<file path="src/rtl/integrate_dump_pkg.sv">
// Shared types and constants for the integrate-and-dump stage.
// Holds the FSM state type, default sizing, and the saturation limits for a given width.
package integrate_dump_pkg;

    typedef enum logic {
        WAIT_EPOCH = 1'b0,
        INTEGRATE  = 1'b1
    } state_t;

    localparam int ACC_W_DEF  = 8;
    localparam int PERIOD_DEF = 15;

    function automatic int sat_max(input int w);
        return (1 << (w - 1)) - 1;
    endfunction

    function automatic int sat_min(input int w);
        return -(1 << (w - 1));
    endfunction

endpackage

</file>
<file path="src/rtl/iq_accum_lane.sv">
// One signed saturating accumulator lane with a sticky per-period saturation flag.
// Also exposes the next sum and flag, so the top can register the final chip's result at a dump.
module iq_accum_lane
    import integrate_dump_pkg::*;
#(
    parameter int ACC_W = ACC_W_DEF
) (
    input  logic                    clk,
    input  logic                    rst_n,
    input  logic                    clr,
    input  logic                    load,
    input  logic                    add,
    input  logic        [1:0]       din,
    output logic signed [ACC_W-1:0] sum_nxt,
    output logic                    sat_nxt
);

    localparam logic [ACC_W-1:0] SAT_MAX = ACC_W'(sat_max(ACC_W));
    localparam logic [ACC_W-1:0] SAT_MIN = ACC_W'(sat_min(ACC_W));

    logic signed [ACC_W-1:0] acc;
    logic                    sat_flag;
    logic signed [ACC_W:0]   sum_wide;
    logic                    ovf;

    assign sum_wide = {acc[ACC_W-1], acc} + {{(ACC_W-1){din[1]}}, din};
    // The top two bits disagree only when the add left the ACC_W-bit range.
    assign ovf      = sum_wide[ACC_W] ^ sum_wide[ACC_W-1];
    assign sum_nxt  = ovf ? (sum_wide[ACC_W] ? SAT_MIN : SAT_MAX) : sum_wide[ACC_W-1:0];
    assign sat_nxt  = sat_flag | ovf;

    always_ff @(posedge clk or negedge rst_n) begin
        if (!rst_n) begin
            acc      <= '0;
            sat_flag <= 1'b0;
        end else if (clr) begin
            acc      <= '0;
            sat_flag <= 1'b0;
        end else if (load) begin
            acc      <= {{(ACC_W-2){din[1]}}, din};
            sat_flag <= 1'b0;
        end else if (add) begin
            acc      <= sum_nxt;
            sat_flag <= sat_nxt;
        end
    end

endmodule

</file>
<file path="src/rtl/integrate_dump.sv">
// Integrate-and-dump stage: accumulates despread I/Q chips over one code period aligned to epoch.
// It registers one saturated sum pair per period, together with a one-cycle valid strobe.
//
// state      | meaning
// WAIT_EPOCH | idle; chips ignored until an enabled epoch chip arrives
// INTEGRATE  | accumulating; dump after PERIOD chips, reload on a misaligned epoch
module integrate_dump
    import integrate_dump_pkg::*;
#(
    parameter int PERIOD = PERIOD_DEF,
    parameter int ACC_W  = ACC_W_DEF
) (
    input  logic                    clk,
    input  logic                    rst_n,
    input  logic                    en,
    input  logic        [1:0]       I_in,
    input  logic        [1:0]       Q_in,
    input  logic                    epoch,
    input  logic                    clr,
    output logic signed [ACC_W-1:0] I_acc,
    output logic signed [ACC_W-1:0] Q_acc,
    output logic                    dump_valid,
    output logic                    sat
);

    localparam int CNT_W = $clog2(PERIOD + 1);

    state_t                  state;
    logic [CNT_W-1:0]        cnt;
    logic                    chip;
    logic                    slip;
    logic                    dump_fire;
    logic                    lane_clr;
    logic                    lane_load;
    logic                    lane_add;
    logic signed [ACC_W-1:0] i_nxt;
    logic signed [ACC_W-1:0] q_nxt;
    logic                    i_sat_nxt;
    logic                    q_sat_nxt;

    assign chip      = en & ~clr;
    // An epoch mid-period means the code slipped: drop the partial sum and restart.
    assign slip      = chip & epoch & (state == INTEGRATE) & (cnt != '0);
    assign dump_fire = chip & (state == INTEGRATE) & ~slip & (cnt == CNT_W'(PERIOD - 1));
    assign lane_clr  = clr | dump_fire;
    assign lane_load = (chip & epoch & (state == WAIT_EPOCH)) | slip;
    assign lane_add  = chip & (state == INTEGRATE) & ~slip;

    iq_accum_lane #(.ACC_W(ACC_W)) u_lane_i (
        .clk     (clk),
        .rst_n   (rst_n),
        .clr     (lane_clr),
        .load    (lane_load),
        .add     (lane_add),
        .din     (I_in),
        .sum_nxt (i_nxt),
        .sat_nxt (i_sat_nxt)
    );

    iq_accum_lane #(.ACC_W(ACC_W)) u_lane_q (
        .clk     (clk),
        .rst_n   (rst_n),
        .clr     (lane_clr),
        .load    (lane_load),
        .add     (lane_add),
        .din     (Q_in),
        .sum_nxt (q_nxt),
        .sat_nxt (q_sat_nxt)
    );

    always_ff @(posedge clk or negedge rst_n) begin
        if (!rst_n) begin
            state      <= WAIT_EPOCH;
            cnt        <= '0;
            I_acc      <= '0;
            Q_acc      <= '0;
            sat        <= 1'b0;
            dump_valid <= 1'b0;
        end else begin
            dump_valid <= 1'b0;
            if (clr) begin
                state <= WAIT_EPOCH;
                cnt   <= '0;
            end else if (en) begin
                case (state)
                    WAIT_EPOCH: begin
                        if (epoch) begin
                            state <= INTEGRATE;
                            cnt   <= CNT_W'(1);
                        end
                    end
                    INTEGRATE: begin
                        if (slip) begin
                            cnt <= CNT_W'(1);
                        end else if (dump_fire) begin
                            cnt        <= '0;
                            I_acc      <= i_nxt;
                            Q_acc      <= q_nxt;
                            sat        <= i_sat_nxt | q_sat_nxt;
                            dump_valid <= 1'b1;
                        end else begin
                            cnt <= cnt + CNT_W'(1);
                        end
                    end
                    default: begin
                        state <= WAIT_EPOCH;
                        cnt   <= '0;
                    end
                endcase
            end
        end
    end

endmodule
</file>
<file path="config.mk">
export PLATFORM = sky130hd
export DESIGN_NAME = integrate_dump
export DESIGN_NICKNAME = d
export VERILOG_FILES = /design/src/rtl/integrate_dump_pkg.sv /design/src/rtl/iq_accum_lane.sv /design/src/rtl/integrate_dump.sv
export SDC_FILE = /design/constraint.sdc
export NUM_CORES = 1
export LEC_CHECK = 0
export ABC_AREA = 1
export BUFFER_PORTS_ARGS = -buffer_cell sky130_fd_sc_hd__buf_2
export CAP_MARGIN = 20
export CORE_ASPECT_RATIO = 0.9
export CORE_MARGIN = 1
export CORE_UTILIZATION = 65
export DETAILED_ROUTE_END_ITERATION = 6
export PLACE_DENSITY = 0.83
export SLEW_MARGIN = 20
export SYNTH_ARGS = -nofsm -noshare
export SYNTH_HDL_FRONTEND = slang
export SYNTH_HIERARCHICAL = 1
export SYNTH_SLANG_ARGS = --single-unit
</file>
<file path="constraint.sdc">
create_clock -name clk -period 3.6 [get_ports clk]
set_input_delay 0.36 -clock clk [delete_from_list [all_inputs] [get_ports clk]]
set_output_delay 0.36 -clock clk [all_outputs]
set_load 0.03 [all_outputs]
</file>
# ---- Word level (Yosys, flattened, before mapping)
# Cells that the tools add are included.
dict set report classes {
  bitwise_logic 18
  n_addsub 3
  reduce_logical 5
  mux 31
  n_eq_ne 2
}
# operator n
set op_table {}
lappend op_table {{8-bit two-way mux} 10}
lappend op_table {{4-bit two-way mux} 5}
lappend op_table {{8-bit by 2-bit adder with 9-bit output} 2}
lappend op_table {{1-bit two-way mux} 15}
lappend op_table {{1-bit bitwise AND} 8}
lappend op_table {{4-bit case mux with 2 select lines} 1}
lappend op_table {{1-bit OR} 5}
lappend op_table {{5-bit AND reduction} 1}
lappend op_table {{4-bit by 1-bit adder with 4-bit output (second input constant)} 1}
lappend op_table {{4-bit == test (second input constant)} 1}
lappend op_table {{4-bit nonzero test} 1}
lappend op_table {{3-bit inequality test (second input constant)} 1}
lappend op_table {{1-bit inverter} 3}
lappend op_table {{3-bit nonzero test} 1}
lappend op_table {{2-bit AND reduction} 1}
lappend op_table {{2-bit nonzero test} 1}
lappend op_table {{1-bit bitwise XOR} 2}
dict set report word_totals {
  reg_bits 41
  in_bits 9
  word_cells 69
  output_inout_bits 18
}

# ---- Longest topological paths before layout
# Gate-level depths: netlist of run 1.
dict set report depth {
  ltp_word 13
  mapped_depth 15
  depth_no_buf 15
}

# ---- Cells and area by module
# Netlist of run 1, hierarchy kept.
# mod instances seq_area_each_um2 cells_each area_each_um2
set modules_own_cells {}
lappend modules_own_cells {iq_accum_lane 2 225.2 145 985.9}
lappend modules_own_cells {integrate_dump 1 575.6 121 1044.8}

# ---- Worst setup path after synthesis of run 1
# OpenSTA, ideal clock, no wires.
dict set report synth_timing {
  path_kind {reg2reg}
  start {register cnt[0]}
  end {register u_lane_i.acc[7]}
  setup_slack_ps 1258
  synth_period_minus_slack_ps 2342
  arrival_ps 2221
  path_stages_with_launch 11
  t_required_ps 3479
  path_buffers 1
  path_cell_list {dfrtp_1 inv_1 ha_1 nand2_1 nand2_2 nand3_4 buf_2 nand2_1 nor3_2 nor2_8 a22o_1}
}
dict set report synth_via {
  elab_chain_cells 7
  word_cells_on_any_way 11
  cone_classes {1 x eq/ne; 2 x mux; 6 x bitwise; 2 x reduce/logical}
}
# item line_no
set synth_rtl {}
lappend synth_rtl {{from (decl)} integrate_dump.sv:29} ;# logic [CNT_W-1:0] cnt;
lappend synth_rtl {{from (signal assigned)} integrate_dump.sv:102} ;# cnt <= cnt + CNT_W'(1);
lappend synth_rtl {{4-bit nonzero test} integrate_dump.sv:43} ;# assign slip = chip & epoch & (state == INTEGRATE) & (cnt != '0);
lappend synth_rtl {{1-bit bitwise AND} integrate_dump.sv:43}
lappend synth_rtl {{1-bit inverter (no source line)} -}
lappend synth_rtl {{1-bit bitwise AND} integrate_dump.sv:44} ;# assign dump_fire = chip & (state == INTEGRATE) & ~slip & (cnt == CNT_W'(PERIOD - 1));
lappend synth_rtl {{1-bit bitwise AND *} integrate_dump.sv:44}
lappend synth_rtl {{1-bit OR *} integrate_dump.sv:45} ;# assign lane_clr = clr | dump_fire;
lappend synth_rtl {{net lane_clr} integrate_dump.sv:33} ;# logic lane_clr;
lappend synth_rtl {{3-bit nonzero test (no source line) / 8-bit two-way mux (equally long branches)} -}
lappend synth_rtl {{to (signal assigned)} iq_accum_lane.sv:40} ;# acc <= {{(ACC_W-2){din[1]}}, din};
lappend synth_rtl {{to (signal assigned)} iq_accum_lane.sv:43} ;# acc <= sum_nxt;
lappend synth_rtl {{to (decl)} iq_accum_lane.sv:21} ;# logic signed [ACC_W-1:0] acc;
# The timed path passes the listed nets; every way through them passes the cells marked *.
# A chain may end at the register's enable or synchronous reset.

# ---- Final worst setup path of run 1
# Ends and elaborated chain as after synthesis.

==> results.py, run 1 <==
metrics = {
    "cells_and_area": {
        "final_cell_mix": "181 x nand2_1, 41 x dfrtp_1, 38 x nand2_2",
        "mostFrequentLayoutCell": "nand2_1",
        "final_util": 0.7360,
        "nets": 471,
        "design_area_mm2": 0.003283,
        "syn_to_final_growth_pct": 8.835,
        "drive_above_1_share": 0.2149,
        "antennaDiodeCount": 0,
    },
    "timing": {
        "period_share": 0.7265,
        "max_freq_mhz": 382.3,
        "grt_setup_unrepaired": "no",
        "setup_viol": 0,
        "skew_ps": 5.507,
        "hold_viol_final": 0,
        "drv_slew": 0,
        "worst_pin_slew_ps": 888.8,
        "tns_ps": 0,
        "slew_headroom": 0.4075,
        "fin_crit_ps": 2616,
    },
    "grt": {
        "grt_max_degree": 42,
        "grt_remaining_overflow": 0,
        "grt_pass1_vias": 2327,
        "grt_pass1_wl_mm": 10.23,
        "antenna_found_initial": 0,
        "grt_usage": 0.2767,
    },
    "run": {
        "drv_cap": 0,
    },
    "logic_synthesis": {
        "synth_seq_cells": 41,
        "ys.flop_type": "dfrtp_1",
        "synth_warnings": 6,
        "synth_edf_count": 0,
        "synthesis.nets": 441,
        "ys_seq_area_frac": 0.3401,
        "async_reset_ff_frac": 1.000,
        "avgSynthCellArea_um2": 7.340,
        "netlist_area_mm2": 0.003017,
        "syn_inst": 411,
        "synth_cell_types": 35,
    },
    "clocking": {
        "cts_made_buffers": 5,
        "clkSlewWorstSetupHoldPaths_ps": 80,
        "cts_setup_buffers": 0,
        "cts_htree_levels": 2,
        "cts_buffer_depth": 2,
        "root_buffer": "clkbuf_8",
        "cts_hold_buf": 0,
        "cts_tree": "built",
        "cts_sinks": 41,
        "insertion_delay_ps": 290,
        "postCtsResizedCells": 0,
    },
    "floorplan": {
        "chipWidth_um": 73.81,
        "fp.dieH_um": 66.63,
        "dieArea_mm2": 0.004918,
        "coreArea_mm2": 0.004461,
        "boundaryPins": 27,
        "num_rows": 23,
        "start_util": 0.6763,
    },
    "setup_path": {
        "endpoint_kind": "flop",
        "critical_path.startpoint_type": "flop",
        "worst_ep_arrival_time_ps": 2800,
        "r2r-start": "cnt[0]",
        "rr_worst_depth": 9,
        "regToRegSetupSlack_ps": 980,
        "cp.required_ps": 3780,
        "reg2reg_to": "u_lane_i/acc[7]",
        "crit_type": "flop to flop",
        "path_max_fanout": 22,
    },
    "drt": {
        "ant_nets": 0,
        "avgViaCountPerCell": 5.194,
        "drt_iter0_markers": 185,
        "wl_mm": 6.237,
        "vias": 2618,
        "drc": 0,
        "firstDrtPassIters": 4,
        "wl_met2_mm": 3.064,
        "met3WireLength_um": 217,
        "wl_met1_mm": 2.903,
        "highest_layer": "met4",
        "wire_per_inst_um": 12.38,
    },
    "hold_path": {
        "min_path_type": "input port to async pin",
    },
    "placement": {
        "place_area_mm2": 0.003197,
        "gp_congestion": 0.8770,
        "io_buffers": 26,
        "dp_hpwl_mm": 4.778,
    },
    "power": {
        "power.density_mw_per_mm2": 752.6,
        "ir_drop_uv": 495.6,
        "pwr-share-comb": 0.634,
        "p_switching_uw": 1242,
        "p_int_uw": 1229,
        "p_leak_uw": 0.001958,
        "pwr-share-clk": 0.118,
        "seq_power_share": 0.249,
        "swShare": 0.5026,
    },
    "run_status": {
        "status": "finished clean",
    },
}
-- critical path, cell delays in order (launching register included) --
cell and delay, ps:
dfrtp_1 400, inv_1 90, ha_1 190, nand2_1 110
nand2_2 90, nand3_4 210, nand2_1 360, nor3_2 760
nor2_8 70, a22o_1 220
-- cells by family (layout without fill, tap and decap cells) --
kind of cell	after synthesis	count (layout)	synth area share
AOI/OAI and AO/OA	23	23	0.04687
adders and majority gates	21	21	0.09208
buffers and inverters	39	70	0.05475
xor gates and xnor gates	7	7	0.02032
and+or+nand+nor	280	280	0.4459
DFF	41	41	0.3401
-- layer usage --
layer  up-vias  GRT usage
met4         0    0.09375
met5         -          0
met1      1200     0.3739
li1       1352          -
met3         5    0.04236
met2        61     0.4518
-- flip-flops by register name, indices dropped and copies added (netlist names) --
signal and flops:
u_lane_q/acc 8, cnt 4, state 1, dump_valid 1
Q_acc 8, I_acc 8, u_lane_i/sat_flag 1, sat 1
u_lane_q/sat_flag 1, u_lane_i/acc 8
-- worst max-delay path by stage --
stage | to | depth (start not counted) | start | slack, ps
finish | u_lane_i/acc[7] | 9 | cnt[0] | 980
global route | u_lane_i/acc[0] | 10 | cnt[0] | 810
CTS | u_lane_i/acc[7] | 9 | cnt[0] | 1010
detailed placement | u_lane_i/acc[7] | 9 | cnt[0] | 1030
global placement | u_lane_i/acc[7] | 9 | cnt[0] | 1130
floorplan | u_lane_i/acc[7] | 10 | cnt[0] | 1260
-- power groups by stage --
stage | registers (uW) | logic [uW] | clock network, uW
floorplan | 597 | 1260 | 0
global placement | 618 | 1520 | 0
detailed placement | 617 | 1560 | 0
CTS | 613 | 1570 | 296
global route | 623 | 1760 | 317
finish | 615 | 1570 | 290
-- stage by stage --
stage / power, uW / std cells / worst slack [ps] / hold WS (ps)
after floorplan: 1858 / 411 / 1258 / 64.41
after global placement: 2134 / 496 / 1125 / 462.1
after detailed placement: 2177 / 496 / 1025 / 460.1
after CTS: 2475 / 504 / 1008 / 216.4
after global routing: 2699 / 504 / 814.0 / 264.8
final: 2471 / 504 / 984.5 / 192.4
-- cell type report --
cell class,instances,area [um2]
Inverter,36,137.6
Timing Repair Buffer,26,130.1
Clock buffer,5,68.82
Sequential cell,41,1026
Tap cell,62,77.57
Fill cell,353,1177
Multi-Input combinational cell,331,1826
Clock inverter,3,17.52
-- synthesized netlist by cell type (2+ instances only) --
master / instances / share of area
a21oi_1: 4 / 0.0066
a21oi_2: 2 / 0.0058
a22o_1: 2 / 0.0058
and2_1: 2 / 0.0041
buf_6: 2 / 0.0075
dfrtp_1: 41 / 0.34
fa_1: 2 / 0.013
ha_1: 19 / 0.079
inv_1: 32 / 0.040
inv_2: 3 / 0.0037
nand2_1: 181 / 0.23
nand2_2: 38 / 0.079
nand2_4: 2 / 0.0075
nand2_8: 2 / 0.013
nand3_1: 20 / 0.033
nand3_2: 2 / 0.0066
nand3b_2: 2 / 0.0075
nand4_1: 4 / 0.0083
nor2_1: 14 / 0.017
nor2_2: 3 / 0.0062
nor2_8: 2 / 0.013
nor3_2: 2 / 0.0066
o211ai_1: 2 / 0.0050
o21ai_0: 5 / 0.0083
o21ai_1: 5 / 0.0083
or2_1: 4 / 0.0083
xor2_1: 6 / 0.017
Power figures use the tool's default switching activity.
==> inputs of run 2 (changes only) <==
--- a/config.mk
+++ b/config.mk
@@ -10,9 +10,9 @@
 export CAP_MARGIN = 20
 export CORE_ASPECT_RATIO = 0.9
 export CORE_MARGIN = 1
-export CORE_UTILIZATION = 65
+export CORE_UTILIZATION = 54
 export DETAILED_ROUTE_END_ITERATION = 6
-export PLACE_DENSITY = 0.83
+export PLACE_DENSITY = 0.73
 export SLEW_MARGIN = 20
 export SYNTH_ARGS = -nofsm -noshare
 export SYNTH_HDL_FRONTEND = slang
==> constraint.sdc (replaced) <==
create_clock -name clk -period 2.21 [get_ports clk]
set_input_delay 0.221 -clock clk [delete_from_list [all_inputs] [get_ports clk]]
set_output_delay 0.221 -clock clk [all_outputs]
set_load 0.03 [all_outputs]
==> run 2 against run 1 <==
Effect of this change:
- maximum frequency increased by 27%
- worst hold slack got worse by 71 ps
- final area is 2.5% higher
- flip-flop and latch count did not move
- die area rose by 20%
==> results.py, run 2 (synthesized netlist as in run 1, its figures left out) <==
metrics = {
    "run_status": {
        "status": "finished clean",
    },
    "timing": {
        "worst_pin_slew_ps": 566.9,
        "skew_ps": 8.930,
        "layout_setup_ws_ps": 149.1,
        "grt_setup_unrepaired": "no",
        "hold_viol_final": 0,
        "max_freq_mhz": 485.2,
        "fin_crit_ps": 2061,
        "period_share": 0.9325,
        "tns_ps": 0,
        "slew_headroom": 0.6221,
        "drv_slew": 0,
        "setup_viol": 0,
    },
    "drt": {
        "met3WireLength_um": 209,
        "vias": 2665,
        "drt_iter0_markers": 124,
        "ant_nets": 0,
        "wire_per_inst_um": 12.57,
        "highest_layer": "met4",
        "wl_mm": 6.475,
        "avgViaCountPerCell": 5.175,
        "wl_met2_mm": 3.166,
        "firstDrtPassIters": 4,
        "wl_met1_mm": 3.003,
        "drc": 0,
    },
    "setup_path": {
        "cp.required_ps": 2380,
        "cp_common_cell": "nand2_1",
        "critical_path.startpoint_type": "flop",
        "path_cells": "ha_1 -> fa_2 -> nand2_1 -> nand2_1 -> nand3_2 -> nand2_2 -> nand2_1 -> nand2_2 -> nand2_8 -> nand3b_2 -> nor2_1 -> o21ai_1",
        "crit_type": "flop to flop",
        "worst_ep_arrival_time_ps": 2230,
        "rr_worst_depth": 12,
        "regToRegSetupSlack_ps": 150,
        "path_max_fanout": 8,
        "crit_path_top_delay_cell": "dfrtp_1",
        "endpoint_kind": "flop",
        "cpPeakStageDelay_ps": 390,
        "r2r-start": "u_lane_q/acc[0]",
        "crit_start": "u_lane_q/acc[0]",
        "reg2reg_to": "sat",
    },
    "placement": {
        "dp_slack_ps": 96.15,
        "dp_hpwl_mm": 5.020,
        "io_buffers": 26,
        "place_area_mm2": 0.003256,
        "gp_congestion": 0.8886,
    },
    "floorplan": {
        "dieArea_mm2": 0.005890,
        "start_util": 0.5673,
        "boundaryPins": 27,
        "chipWidth_um": 80.79,
        "num_rows": 25,
        "fp.dieH_um": 72.91,
        "coreArea_mm2": 0.005318,
    },
    "cells_and_area": {
        "final_util": 0.6327,
        "drive_above_1_share": 0.2344,
        "syn_to_final_growth_pct": 11.53,
        "design_area_mm2": 0.003364,
        "antennaDiodeCount": 0,
        "nets": 477,
        "mostFrequentLayoutCell": "nand2_1",
        "final_cell_mix": "180 x nand2_1, 41 x dfrtp_1, 39 x nand2_2",
    },
    "grt": {
        "grt_remaining_overflow": 0,
        "grt_usage": 0.2438,
        "antenna_found_initial": 0,
        "grt_pass1_wl_mm": 11.04,
        "grt_pass1_vias": 2506,
        "grt_max_degree": 25,
    },
    "clocking": {
        "cts_setup_buffers": 0,
        "cts_buffer_depth": 2,
        "insertion_delay_ps": 290,
        "cts_tree": "built",
        "root_buffer": "clkbuf_8",
        "cts_made_buffers": 5,
        "cts_sinks": 41,
        "cts_htree_levels": 2,
        "clkSlewWorstSetupHoldPaths_ps": 80,
    },
    "power": {
        "total_power_uw": 3981,
        "power.density_mw_per_mm2": 1183,
        "p_leak_uw": 0.001987,
        "ir_drop_uv": 706.9,
    },
    "hold_path": {
        "hp-start": "clr",
        "min_path_type": "input port to flop",
        "whs_endpoint": "state",
        "hold_depth": 2,
    },
    "run": {
        "drv_cap": 0,
    },
}
[run 2: cell count changes in the layout (fill, tap and decap cells not counted), sizes merged]
cell / previous run / this run
buf: 26 / 31
dlygate4sd3: 0 / 1
[run 2: per-layer routing]
metal,global-route usage,up-vias
met4,0.06746,0
met3,0.04375,8
met1,0.3140,1240
met2,0.4200,54
met5,0,-
li1,-,1363
[run 2: cell type report]
class | instances | area [um2]
fill | 483 | 1953
multi-input combinational | 331 | 1853
sequential | 41 | 1026
timing repair buffer | 32 | 177.7
inverter | 36 | 137.6
tap | 67 | 83.83
clock buffer | 5 | 68.82
clock inverter | 3 | 17.52
[run 2: stage by stage]
stage          hold WS, ps  cells
6_report             121.3    515
5_1_grt              119.3    515
4_1_cts              114.7    515
3_5_place_dp         198.3    506
3_3_place_gp         188.6    506
2_1_floorplan       -74.59    411
[run 2: critical path, delay by kind of cell (launching register included)]
kind                       cells  cell delay (ps)
adders and majority gates      2              570
AOI/OAI and AO/OA              1               80
and+or+nand+nor                9              910
DFF                            1              390
[run 2: worst max path at each step]
stage                      end  cells after the start
2_1_floorplan  u_lane_i/acc[7]                     10
3_3_place_gp   u_lane_q/acc[6]                     14
3_5_place_dp               sat                     12
4_1_cts                    sat                     12
5_1_grt        u_lane_q/acc[6]                     14
6_report                   sat                     12
[run 2: what timing repair did]
action                     CTS  global route
setup endpoints to repair    0             6
hold buffers                 1             0
gates resized for setup      0             4
hold endpoints to repair    17             0
[run 2: power by group]
part | internal [uW] | switching, uW | total [uW] | leakage (uW)
Combinational | 909 | 1600 | 2510 | 0.00139
Sequential | 888 | 98.9 | 987 | 0.000556
Clock | 218 | 269 | 488 | 0.0000439
